--- src/rtl/key_entry_strobe_pkg.sv ---
// ----------------------------------------------------------------------------
// key_entry_strobe_pkg
//   Shared FSM state encoding and default debounce length for key_entry_strobe.
//   Revision: 1.0
// ----------------------------------------------------------------------------
`default_nettype none

package key_entry_strobe_pkg;

  typedef enum logic [1:0] {
    IDLE         = 2'd0,
    WAIT_PRESS   = 2'd1,
    PRESSED      = 2'd2,
    WAIT_RELEASE = 2'd3
  } state_t;

  // 10 ms of stable level at 50 MHz
  localparam int unsigned c_DEB_CYCLES_DEF = 500000;

endpackage

`default_nettype wire

--- src/rtl/key_entry_strobe_sync_2ff.sv ---
// ----------------------------------------------------------------------------
// key_entry_strobe_sync_2ff
//   Two-flop synchroniser for asynchronous level inputs, parameterised width.
//   Revision: 1.0
// ----------------------------------------------------------------------------
`default_nettype none

module key_entry_strobe_sync_2ff #(
  parameter int unsigned WIDTH = 1
) (
  input  logic             CLK,
  input  logic             RST,
  input  logic [WIDTH-1:0] din,
  output logic [WIDTH-1:0] dout
);

  logic [WIDTH-1:0] r_meta;
  logic [WIDTH-1:0] r_sync;

  always_ff @(posedge CLK or negedge RST) begin
    if (!RST) begin
      r_meta <= '0;
      r_sync <= '0;
    end else begin
      r_meta <= din;
      r_sync <= r_meta;
    end
  end

  assign dout = r_sync;

endmodule

`default_nettype wire

--- src/rtl/key_entry_strobe.sv ---
// ----------------------------------------------------------------------------
// key_entry_strobe
//   Debounces an enter button and emits one CE_O strobe per press with the
//   switch nibble captured at acceptance; also counts presses.
//   Revision: 1.0
// ----------------------------------------------------------------------------
`default_nettype none

module key_entry_strobe
  import key_entry_strobe_pkg::*;
#(
  parameter int unsigned DEB_CYCLES = c_DEB_CYCLES_DEF,
  parameter int unsigned CNT_W      = 24
) (
  input  logic       CLK,
  input  logic       RST,
  input  logic       BTN,
  input  logic [3:0] SW,
  output logic [3:0] DAT_O,
  output logic       CE_O,
  output logic       BUSY,
  output logic [7:0] KEY_CNT
);

  localparam logic [CNT_W-1:0] c_DEB_LAST = CNT_W'(DEB_CYCLES - 1);

  logic       w_btn_s;
  logic [3:0] w_sw_s;

  state_t           r_state,   w_state_nxt;
  logic [CNT_W-1:0] r_deb_cnt, w_deb_cnt_nxt;
  logic [3:0]       r_dat,     w_dat_nxt;
  logic             r_ce,      w_ce_nxt;
  logic [7:0]       r_key_cnt, w_key_cnt_nxt;

  key_entry_strobe_sync_2ff #(.WIDTH(1)) u_sync_btn (
    .CLK  (CLK),
    .RST  (RST),
    .din  (BTN),
    .dout (w_btn_s)
  );

  key_entry_strobe_sync_2ff #(.WIDTH(4)) u_sync_sw (
    .CLK  (CLK),
    .RST  (RST),
    .din  (SW),
    .dout (w_sw_s)
  );

  always_ff @(posedge CLK or negedge RST) begin
    if (!RST) begin
      r_state   <= IDLE;
      r_deb_cnt <= '0;
      r_dat     <= '0;
      r_ce      <= 1'b0;
      r_key_cnt <= '0;
    end else begin
      r_state   <= w_state_nxt;
      r_deb_cnt <= w_deb_cnt_nxt;
      r_dat     <= w_dat_nxt;
      r_ce      <= w_ce_nxt;
      r_key_cnt <= w_key_cnt_nxt;
    end
  end

  always_comb begin
    w_state_nxt   = r_state;
    w_deb_cnt_nxt = r_deb_cnt;
    w_dat_nxt     = r_dat;
    w_ce_nxt      = 1'b0;
    w_key_cnt_nxt = r_key_cnt;
    case (r_state)
      IDLE: begin
        if (w_btn_s) begin
          w_state_nxt   = WAIT_PRESS;
          w_deb_cnt_nxt = '0;
        end
      end
      WAIT_PRESS: begin
        if (!w_btn_s) begin
          w_state_nxt = IDLE;
        end else if (r_deb_cnt == c_DEB_LAST) begin
          // Switch value is captured exactly once, at acceptance
          w_state_nxt   = PRESSED;
          w_dat_nxt     = w_sw_s;
          w_ce_nxt      = 1'b1;
          w_key_cnt_nxt = r_key_cnt + 8'd1;
        end else begin
          w_deb_cnt_nxt = r_deb_cnt + CNT_W'(1);
        end
      end
      PRESSED: begin
        if (!w_btn_s) begin
          w_state_nxt   = WAIT_RELEASE;
          w_deb_cnt_nxt = '0;
        end
      end
      WAIT_RELEASE: begin
        if (w_btn_s) begin
          w_state_nxt = PRESSED;
        end else if (r_deb_cnt == c_DEB_LAST) begin
          w_state_nxt = IDLE;
        end else begin
          w_deb_cnt_nxt = r_deb_cnt + CNT_W'(1);
        end
      end
      default: w_state_nxt = IDLE;
    endcase
  end

  assign DAT_O   = r_dat;
  assign CE_O    = r_ce;
  assign BUSY    = (r_state != IDLE);
  assign KEY_CNT = r_key_cnt;

endmodule

`default_nettype wire

--- config.mk ---
export PLATFORM = sky130hd
export DESIGN_NAME = key_entry_strobe
export DESIGN_NICKNAME = d
export VERILOG_FILES = /design/src/rtl/key_entry_strobe_pkg.sv /design/src/rtl/key_entry_strobe_sync_2ff.sv /design/src/rtl/key_entry_strobe.sv
export SDC_FILE = /design/constraint.sdc
export NUM_CORES = 1
export LEC_CHECK = 0
export ABC_AREA = 1
export CAP_MARGIN = 30
export CELL_PAD_IN_SITES_DETAIL_PLACEMENT = 0
export CELL_PAD_IN_SITES_GLOBAL_PLACEMENT = 2
export CORE_UTILIZATION = 34
export CTS_CLUSTER_DIAMETER = 80
export DETAILED_ROUTE_END_ITERATION = 10
export GPL_ROUTABILITY_DRIVEN = 0
export GPL_TIMING_DRIVEN = 0
export PLACE_DENSITY_LB_ADDON = 0.1
export SYNTH_ARGS = -nofsm -noshare
export SYNTH_HDL_FRONTEND = slang
export SYNTH_SLANG_ARGS = --single-unit
--- constraint.sdc ---
create_clock -name CLK -period 2.06 [get_ports CLK]
set_clock_uncertainty 0.1 [all_clocks]
set_input_delay 0.309 -clock CLK [delete_from_list [all_inputs] [get_ports CLK]]
set_output_delay 0.309 -clock CLK [all_outputs]
set_load 0.05 [all_outputs]
Word-level counts from Yosys, hierarchy flattened
Index checks and enable logic that the tools add are counted.

word-level totals
  flip-flop bits (word level) = 49
  input port bits = 7
  output and inout bits = 14

operators by class
  add/sub/neg operators = 2
  equal/unequal tests = 10
  multiplexer cells = 16
  reductions and logical operators = 5

operators by type and width
  kind                   number
  $mux 24                5
  $pmux 24 s4            1
  $add 24x1->24 const B  1
  $eq 24x19->1 const B   1
  $mux 2                 6
  $add 8x1->8 const B    1
  $pmux 2 s4             1
  $reduce_and 4->1       2
  $eq 2x2->1 const B     2
  $ne 2x1->1 const B     2
  $ne 2x2->1 const B     2
  $mux 1                 3
  $ne 3x2->1 const B     1
  $ne 3x3->1 const B     1
  $reduce_and 3->1       1
  $eq 2x1->1 const B     1
  $logic_not 2->1        1
  $reduce_bool 2->1      1

Longest topological paths before layout
  depth in word-level cells = 4
  mapped depth = 11
  depth with buffers taken out = 10

Modules after synthesis
Synthesis repeated with hierarchy kept, for this count alone.

unflattened totals
  cells, all modules = 353
  area, all modules = 2627.5 sq um

by module, submodules not included
  module                                   instances  cells each  area each (sq um)
  key_entry_strobe                         1          343         2377.3
  key_entry_strobe_sync_2ff at u_sync_sw   1          8           200.2
  key_entry_strobe_sync_2ff at u_sync_btn  1          2           50.0

Worst setup path before layout
No wires, ideal clock.

  path type = reg-to-reg
  start = register r_deb_cnt[0]
  end = register r_key_cnt[3] (netlist: KEY_CNT[3])
  setup time = 0.120 ns
  arrival time = 1.447 ns
  data required time = 1.840 ns
  path slack = 0.393 ns
  stages on the path, launching flop included = 9
  period minus slack after synthesis = 1.667 ns
  path through = dfrtp_1 -> ha_1 -> nand3_2 -> nor2_1 -> nand3_1 -> nor2_2 -> nand2_1 -> nand2_1 -> nand2_1

on the way
  cells in the longest elaborated chain, start to end = 2

ends and longest elaborated chain
  item                               line                    text
  from (decl)                        key_entry_strobe.sv:31  logic [CNT_W-1:0] r_deb_cnt, w_deb_cnt_nxt;
  from (signal assigned)             key_entry_strobe.sv:59  r_deb_cnt <= w_deb_cnt_nxt;
  $eq 24x19->1                       key_entry_strobe.sv:82  end else if (r_deb_cnt == c_DEB_LAST) begin
  $reduce_and 3->1 (no source line)  -
  to (signal assigned)               key_entry_strobe.sv:62  r_key_cnt <= w_key_cnt_nxt;
  to (decl)                          key_entry_strobe.sv:34  logic [7:0] r_key_cnt, w_key_cnt_nxt;

Every way passes these cells.
A chain may end at the register's enable or synchronous reset.

Worst setup path in the final report
  start = register r_state[0]
  end = output port BUSY

on the way
  cells in the longest elaborated chain, start to end = 1

ends and longest elaborated chain
  item                    line                     text
  from (decl)             key_entry_strobe.sv:30   state_t r_state, w_state_nxt;
  from (signal assigned)  key_entry_strobe.sv:58   r_state <= w_state_nxt;
  $reduce_bool 2->1       key_entry_strobe.sv:113  assign BUSY = (r_state != IDLE);
  to (decl)               key_entry_strobe.sv:21   output logic BUSY,

Every way passes these cells.

==> flow_summary.toml <==
[status]
status = "finished, final reports clean"

[synth]
synth.cell_area_um2 = 2740
avgSynthCellArea_um2 = 7.45
ys_types = 26
synth_nets = 377
synth_seq_area_share_pct = 44.7
syn_inst = 368
yosys_warnings = 0
synth_seq_cells = 49

[pwr]
p_leak_nw = 1.49
finalPower_mw = 1.73
switching_share_pct = 26.6
seq_power_share_pct = 57.7
intPower_mw = 1.27
power.density_nw_per_um2 = 537
switching_power_mw = 0.461
vdd_ir_drop_max_mv = 0.232
power.share.clock_pct = 35.5
power_frac_comb_pct = 6.8

[drt]
firstDrtPassIters = 4
drt_wl_total_um = 6950
vias = 2318
avgViaCountPerCell = 4.64
antenna_left = 0
drtIter0Drc = 94
post_drt_wl_per_cell_um = 13.9
drc_errors = 0

[clock_tree]
postCtsSetupRepairBufs = 0
cts_root_buffer = "clkbuf_8"
cts_buffers = 5
path_clk_slew_ps = 100
cts.path.max_buffers = 2
clk_latency_ps = 310
htree_levels = 2
cts_tree = "yes"
clock_sinks = 49

[global_route]
grt_pass1_wl_um = 11800
grt_pass1_vias = 2217
grt_overflow = 0
grtUsageTotal_pct = 18.3
grt_max_degree = 39
antenna_found_initial = 0

[floorplanning]
core_um2 = 7770
die_h_um = 91.8
fp-row-count = 32
ios = 21
die_x_um = 91.8
initial_utilization_pct = 35.3
dieArea_um2 = 8430

[placement]
dp_hpwl_um = 5160
dpl.cell_count = 491
io_buffer_count = 20

[cells_and_area]
drive_gt1_share_pct = 10.8
nets = 406
synthToLayoutAreaGrowth_pct = 17.7
antennaDiodeCount = 0
fin_cells = 500

[run]
max_cap_violations = 0

[sta]
drv_slew = 0
min_period_ps = 1980
tightest_slew_ps = 522
grt_setup_unrepaired = "false"
slew_headroom_pct = 65.2
hold_viol = 0
fmax_mhz = 504
setup_violations = 0
fin_crit_sh_pct = 96.3

[critical_path]
arrival_ps = 1570
startpoint_type = "flop"
crit_path_end_kind = "output pin"
critPathKind = "flop to output pin"
critPathMaxFanout = 10
cp.required_ps = 1650

[worst_hold_path]
hold_class = "flop to flop"
power groups by stage:
stage | logic (mW) | registers [mW] | clock network (mW)
final | 0.118 | 0.999 | 0.615
after global routing | 0.133 | 1.00 | 0.687
after CTS | 0.121 | 0.996 | 0.645
after detailed placement | 0.117 | 1.01 | 0
after global placement | 0.113 | 1.01 | 0
after floorplan | 0.0596 | 1.01 | 0
sequential cells by signal, summed over array words and instances, names as in the netlist, named ones only:
name,cells
r_deb_cnt,24
CE_O,1
u_sync_sw.dout,4
u_sync_btn.dout,1
r_state,1
DAT_O,4
u_sync_sw.r_meta,4
u_sync_btn.r_meta,1
KEY_CNT,8
cells by family (layout without fill, tap and decap cells):
kind of cell             Yosys count  after routing  synth area share, %
AO/OA/AOI/OAI                     16             16                 3.56
XOR/XNOR                          18             18                 5.75
adder cells (fa/ha/maj)            2              2                0.913
buffers and inverters             37             67                 6.62
flip-flops                        49             49                 44.7
AND/OR/NAND/NOR                  246            246                 38.4
what timing repair did:
action,4_1_cts,5_1_grt
setup endpoints to repair,8,40
cloned,0,0
hold endpoints to repair,11,0
pin swaps,0,0
hold buffers,1,0
gates resized for setup,10,6
worst max-delay path: stages, from the launching register on:
cell and delay [ps]:
dfrtp_2 500, inv_2 140, clkbuf_4 230, nand2_1 60, clkdlybuf4s15_2 330
per-stage QoR:
stage	util [%]	TNS [ps]	area, um2	hold WS, ps	worst slack (ps)
2_1_floorplan	-	0	2740	-86.6	393
3_3_place_gp	39.5	-50140	3070	231	-1000
3_5_place_dp	39.7	-1010	3080	136	-308
4_1_cts	41.3	0	3200	261	23.5
5_1_grt	41.5	0	3230	268	4.70
6_report	41.5	0	3230	257	76.4
final cells by class:
cell class	count	area (um2)
multi-input cells	282	1350
inverters	29	109
clock inverters	3	25.0
well taps	102	128
plain buffers	8	76.3
fillers	842	4540
clock buffers	5	68.8
repair buffers	22	236
flip-flops and latches	49	1230
final timing paths:
path / startpoint / end / slack [ps] / depth (start not counted)
hold / removal: u_sync_sw.r_meta[1]$_DFF_PN0_ / u_sync_sw.dout[1]$_DFF_PN0_ / 260 / 0
hold reg to reg: u_sync_sw.r_meta[1]$_DFF_PN0_ / u_sync_sw.dout[1]$_DFF_PN0_ / 260 / 0
setup reg to reg: r_deb_cnt[1]$_DFFE_PN0P_ / KEY_CNT[7]$_DFFE_PN0P_ / 220 / 8
setup / recovery: r_state[0]$_DFFE_PN0P_ / BUSY / 80 / 4
min in group asynchronous: RST / r_deb_cnt[20]$_DFFE_PN0P_ / 320 / 2
max in group asynchronous: RST / r_state[0]$_DFFE_PN0P_ / 1000 / 3
cells in the mapped netlist:
master / instances / area, um2
or2_2: 2 / 12.5
nor2_2: 3 / 18.8
nand4_1: 7 / 43.8
o21ai_0: 9 / 45.0
nand2_1: 136 / 510
buf_2: 3 / 15.0
xnor2_1: 2 / 17.5
buf_8: 2 / 30.0
inv_1: 29 / 109
nor2_1: 49 / 184
o21ai_2: 4 / 35.0
nor2_4: 1 / 11.3
nand2_4: 1 / 11.3
ha_1: 2 / 25.0
o21bai_1: 1 / 7.51
nand3_1: 35 / 175
nand2_2: 6 / 37.5
and2_1: 1 / 6.26
dfrtp_1: 49 / 1230
nand3_2: 2 / 20.0
clkbuf_1: 2 / 7.51
o21ai_1: 2 / 10.0
nor3_1: 2 / 10.0
nand4_2: 1 / 12.5
xor2_1: 16 / 140
buf_12: 1 / 20.0
cell usage in the layout, fill, tap and decap left out, types with 3 or more instances in the layout:
master           instances
inv_1                   28
clkdlybuf4s50_1         14
dfrtp_1                 47
nor2_1                  48
buf_2                    4
xor2_1                  16
nor2_2                   3
nand2_2                  6
o21ai_2                  4
nand2_1                136
dlymetal6s2s_1           4
nand4_1                  7
nand3_1                 35
clkbuf_8                 5
o21ai_0                  9
routing by layer:
layer | GRT usage, % | share of wire [%]
met2 | 27.3 | 43
met4 | 4.69 | 0.92
met3 | 2.99 | 3.3
met1 | 27.4 | 53
met5 | 0 | 0
Power figures use the tool's default switching activity.
==> RTL change 1, RTL diff (same settings) <==
`CNT_W`: 24 -> 48.
--- a/src/rtl/key_entry_strobe.sv
+++ b/src/rtl/key_entry_strobe.sv
@@ -12,3 +12,3 @@
   parameter int unsigned DEB_CYCLES = c_DEB_CYCLES_DEF,
-  parameter int unsigned CNT_W      = 24
+  parameter int unsigned CNT_W      = 48
 ) (
Formal check against the unedited RTL: no difference found for any inputs over 10 cycles, from zero or initial values and one cycle with RST low; that may be too few to reach the edited logic, so the function may still have changed.
==> RTL change 1 against the unedited design <==
Power grew 97%; synthesized cell count grew 93%; design area increased by 90%; core utilization is 4.2 points higher; synthesized area is 72% higher; first-iteration DRC count rose to 4.5 times the old value; routed wire length increased by 140%; sequential cell count up 24; setup slack worse by 0.038 ns; hold slack barely moved; sequential power increased by 46%; critical path type unchanged.
==> RTL change 1: results (changes against the unedited design) <==
[status]
outcome = complete, no violations

[sta]
worst_pin_slew_ns = 0.5380  ; +0.01638 ns
tns_ns = 0  ; unchanged
setup_violations = 0  ; unchanged

[cts]
htreeDepth = 3  ; +1
clockBufferDepth = 2  ; unchanged
hold_buffers = 1  ; unchanged
clock_latency_ns = 0.35  ; +0.04 ns
cts_buffers = 9  ; +4
cts_setup_buffers = 4  ; +4
ctsResizeCount = 25  ; +15
path_clk_slew_ns = 0.06  ; -0.04 ns
root_buffer = clkbuf_16

[yosys]
ys_seq_area_share_pct = 38.64  ; -6.1 points
synth_compound_area_share_pct = 6.432  ; +2.9 points
synth.area.top_cells = dfrtp_1 39%, nand2_1 20%, nor2_1 8.7%, nand3_1 8.5%, nand4_1 5.3%
synth.distinct_cells = 26  ; unchanged
synth-async-reset-ratio_pct = 100.0  ; unchanged
synth-adder-area-share_pct = 0.5294  ; -0.38 points
synth.area.mux_share_pct = 0  ; unchanged
yosys_warnings = 0  ; unchanged
synth_common_cells = 250 x nand2_1, 109 x nor2_1, 80 x nand3_1
netlist.area_leader.share_pct = 38.64  ; -6.1 points
syn_avg_cell_area_um2 = 6.648  ; -11%
synth_nets = 720  ; +91%
synthXorXnorAreaFrac_pct = 2.223  ; -3.5 points

[global_route]
grt_pass1_vias = 4596  ; +110%
grt_max_degree = 56  ; +44%
grt_usage_pct = 24.10  ; +5.8 points
grt_pass1_wl_um = 25790  ; +120%
antenna_found_initial = 0  ; unchanged

[setup_path]
worst_path_largest_cell_delay_ns = 0.41  ; -0.09 ns
arrival_ns = 1.61  ; +0.04 ns
critPathTopFamily = buffers and inverters
critPathSlowestCell = dfrtp_2
worst-path-max-fanout = 10  ; unchanged

[cells_and_area]
finalNetCount = 775  ; +91%
drive_above_1_share_pct = 19.33  ; +8.5 points
area_growth_pct = 29.62
largest_reg_flops = 48  ; +100%
max_flop_register = r_deb_cnt
diodes = 0  ; unchanged
n_fill_cell = 1427  ; +69%

[routing]
num_vias = 4860  ; +110%
first_pass_iters = 5  ; +1
dr.first_iter.drc_count = 426  ; +350%
routed_wl_um = 16640  ; +140%
wl_per_cell_um = 17.57  ; +26%

[place]
detailed_place_hpwl_um = 12480  ; +140%
post-place-ws_ns = -0.8711  ; -0.5627 ns
port_buffers = 20  ; unchanged
placed_cells = 908  ; +85%
postPlaceCellArea_um2 = 5172  ; +68%

[power]
leakage_nw = 2.676  ; +80%
ir_drop_mv = 0.3982  ; +71%

[hold_path]
hold_class = reg2reg

==> RTL change 1: changes by cell type after synthesis, moves of 7 or more <==
cell / unedited run / this run
dfrtp_1: 49 / 73
o21ai_1: 2 / 22
o21ai_2: 4 / 13
nor2_1: 49 / 109
o21ai_0: 9 / 16
nand2_1: 136 / 250
xor2_1: 16 / 8
inv_1: 29 / 59
nand4_1: 7 / 40
nand3_1: 35 / 80
==> RTL change 1: metal layers <==
layer | up-vias | global-route usage, % | part of all wire [%]
met1 | 2294 | 33.02 | 47
met5 | - | 0 | 0
met4 | 0 | 12.50 | 3.0
met3 | 26 | 3.565 | 4.2
met2 | 115 | 36.64 | 46
li1 | 2425 | - | -
==> RTL change 1: where the power goes <==
group	switching, mW	internal [mW]
clock	0.715	0.962
combinational	0.159	0.117
sequential	0.0121	1.45
==> RTL change 1: path summary, 6_finish.rpt <==
kind                                endpoint  cells past startpoint           startpoint  slack [ns]
setup / recovery                        BUSY                      4           r_state[0]        0.04
setup reg to reg               r_deb_cnt[26]                     13         r_deb_cnt[1]        0.06
min in group asynchronous      r_deb_cnt[16]                      2                  RST        0.29
max in group asynchronous       r_deb_cnt[0]                      3                  RST        0.97
hold reg to reg            u_sync_sw.dout[0]                      0  u_sync_sw.r_meta[0]        0.26
hold / removal             u_sync_sw.dout[0]                      0  u_sync_sw.r_meta[0]        0.26
==> RTL change 1: cell type report <==
cell class / instances / share of cell area [%]
Buffer: 17 / 3.145
Clock buffer: 9 / 3.676
Clock inverter: 7 / 1.368
Inverter: 61 / 3.819
Multi-Input combinational cell: 560 / 45.70
Sequential cell: 73 / 29.88
Tap cell: 176 / 3.594
Timing Repair Buffer: 44 / 8.822
==> RTL change 2, RTL diff (same settings) <==
Without the edit above. Register the inputs `BTN` and `SW` before use, cleared by the reset. The logic sees them one clock later.
--- a/src/rtl/key_entry_strobe.sv
+++ b/src/rtl/key_entry_strobe.sv
@@ -26,2 +26,15 @@
 
+  logic BTN_q;
+  logic [3:0] SW_q;
+
+  always_ff @(posedge CLK or negedge RST) begin
+    if (!RST) begin
+      BTN_q <= '0;
+      SW_q  <= '0;
+    end else begin
+      BTN_q <= BTN;
+      SW_q  <= SW;
+    end
+  end
+
   logic       w_btn_s;
@@ -38,3 +51,3 @@
     .RST  (RST),
-    .din  (BTN),
+    .din  (BTN_q),
     .dout (w_btn_s)
@@ -45,3 +58,3 @@
     .RST  (RST),
-    .din  (SW),
+    .din  (SW_q),
     .dout (w_sw_s)
Behaviour: not the same (Yosys sat finds a counterexample within 4 cycles, from zero or initial values and one cycle with RST low).
==> RTL change 2 against the unedited design <==
Routed wire length up 0.92%; sequential share of layout area up 2.8 points; design area up 2.5%; setup slack worse by 0.030 ns; first-iteration DRC count up 54%; power up 8.8%; sequential cell count up 5; via count up 0.65%; cell count down 1.0%; core utilization up 0.40 points; synthesized area up 3.1%.
==> RTL change 2: results (changes against the unedited design) <==
[place]
detailed_place_hpwl_um = 5121  ; -0.77%
placed_cells = 486  ; -1.0%
port_buffers = 20  ; unchanged

[sta]
worst_pin_slew_ns = 0.7129  ; +0.1913 ns
hold_slack_ns = 0.2504  ; -0.006337 ns

[routing]
routed-wl-met2_um = 2932  ; -2.1%
routed_wl_um = 7012  ; +0.92%
via_per_inst = 4.713  ; +1.7%
wl_met3_um = 236  ; +2.2%
wl_met1_um = 3801  ; +4.0%
dr.first_iter.drc_count = 145  ; +54%
first_pass_iters = 4  ; unchanged

[cells_and_area]
finalNetCount = 401  ; -1.2%
drive_above_1_share_pct = 8.906  ; -1.9 points
diodes = 0  ; unchanged
fin_cells = 495  ; -1.0%
max_flop_register = r_deb_cnt

[yosys]
synth.distinct_cells = 27  ; +3.8%
syn_avg_cell_area_um2 = 7.783  ; +4.5%
yosys_warnings = 0  ; unchanged
ys_seq_area_share_pct = 47.83  ; +3.1 points
synth_nets = 372  ; -1.3%
synth_common_cells = 125 x nand2_1, 54 x dfrtp_1, 48 x nor2_1
synth.area.top_cells = dfrtp_1 48%, nand2_1 17%, nand3_1 6.4%, nor2_1 6.4%, xor2_1 4.3%

[setup_path]
worst_path_largest_cell_delay_ns = 0.37  ; -0.13 ns
arrival_ns = 1.60  ; +0.03 ns
critPathSlowestCell = dfrtp_1
worst-path-max-fanout = 10  ; unchanged
rrSetupSlack_ns = 0.16  ; -0.06 ns

[power]
ir_drop_mv = 0.3267  ; +41%
leakage_nw = 1.460  ; -1.9%

[cts]
clock_latency_ns = 0.32
htreeDepth = 2  ; unchanged
root_buffer = clkbuf_8
clockBufferDepth = 2  ; unchanged
cts_buffers = 5  ; unchanged
cts_setup_buffers = 0  ; unchanged
path_clk_slew_ns = 0.12  ; +0.02 ns

[hold_path]
hold_class = reg2reg

[global_route]
grt_max_degree = 29  ; -26%
antenna_found_initial = 0  ; unchanged
grt_pass1_wl_um = 11700  ; -0.82%
grt_usage_pct = 17.67  ; -0.62 points
grt_pass1_vias = 2236  ; +0.86%

[status]
outcome = complete, no violations

RTL change 2: area by class of cell:
class,instances,area (µm²)
Sequential cell,54,1353
Inverter,27,105.1
Fill cell,818,4581
Timing Repair Buffer,22,222.7
Clock buffer,5,68.82
Multi-Input combinational cell,273,1325
Buffer,9,76.32
Tap cell,102,127.6
Clock inverter,3,28.78
RTL change 2: cell families after synthesis:
group	synth area share, %
adders and majority gates	0.8856
xor gates and xnor gates	5.580
and+or+nand+nor	36.18
buffers and inverters	6.155
AOI/OAI and AO/OA	3.366
DFF	47.83
RTL change 2: metal layers:
| metal | up-vias | track usage [%] |
|---|---|---|
| li1 | 1220 | - |
| met5 | - | 0 |
| met1 | 1079 | 27.58 |
| met2 | 30 | 25.61 |
| met4 | 0 | 3.974 |
| met3 | 4 | 2.439 |
RTL change 2: what timing repair did:
action                                 in CTS  in global routing
endpoints found under the hold margin      27                  0
hold buffers                                1                  0
setup endpoints to repair                  35                 33
resized for setup                          11                  4
pin swaps                                   0                  0
RTL change 2: worst paths after layout:
kind,start,endpoint,cells past startpoint
setup / recovery,r_state[0],BUSY,4
hold / removal,u_sync_btn.r_meta,u_sync_btn.dout,0
setup reg to reg,r_deb_cnt[0],r_deb_cnt[16],7
hold reg to reg,u_sync_btn.r_meta,u_sync_btn.dout,0
max in group asynchronous,RST,u_sync_sw.dout[0],3
min in group asynchronous,RST,r_deb_cnt[23],2
RTL change 2: worst max-delay path, delay by kind of cell (launching register included):
kind          cells  cell delay (ns)
flops             1             0.37
buf+inv           3             0.61
simple gates      1             0.30
RTL change 2: stage by stage:
step	instance area, µm²	setup WS, ns
4_1_cts	3288	0.03126
2_1_floorplan	2825	0.3348
6_report	3307	0.04658
3_5_place_dp	3168	-0.3795
3_3_place_gp	3153	-1.195
5_1_grt	3307	-0.007707
RTL change 2: report_power, final:
| part | switching [mW] | leakage, nW | total [mW] | internal, mW |
|---|---|---|---|---|
| combinational | 0.0824 | 0.696 | 0.129 | 0.0466 |
| clock | 0.403 | 0.0502 | 0.656 | 0.253 |
| sequential | 0.0160 | 0.713 | 1.10 | 1.08 |
| total | 0.501 | 1.46 | 1.88 | 1.38 |
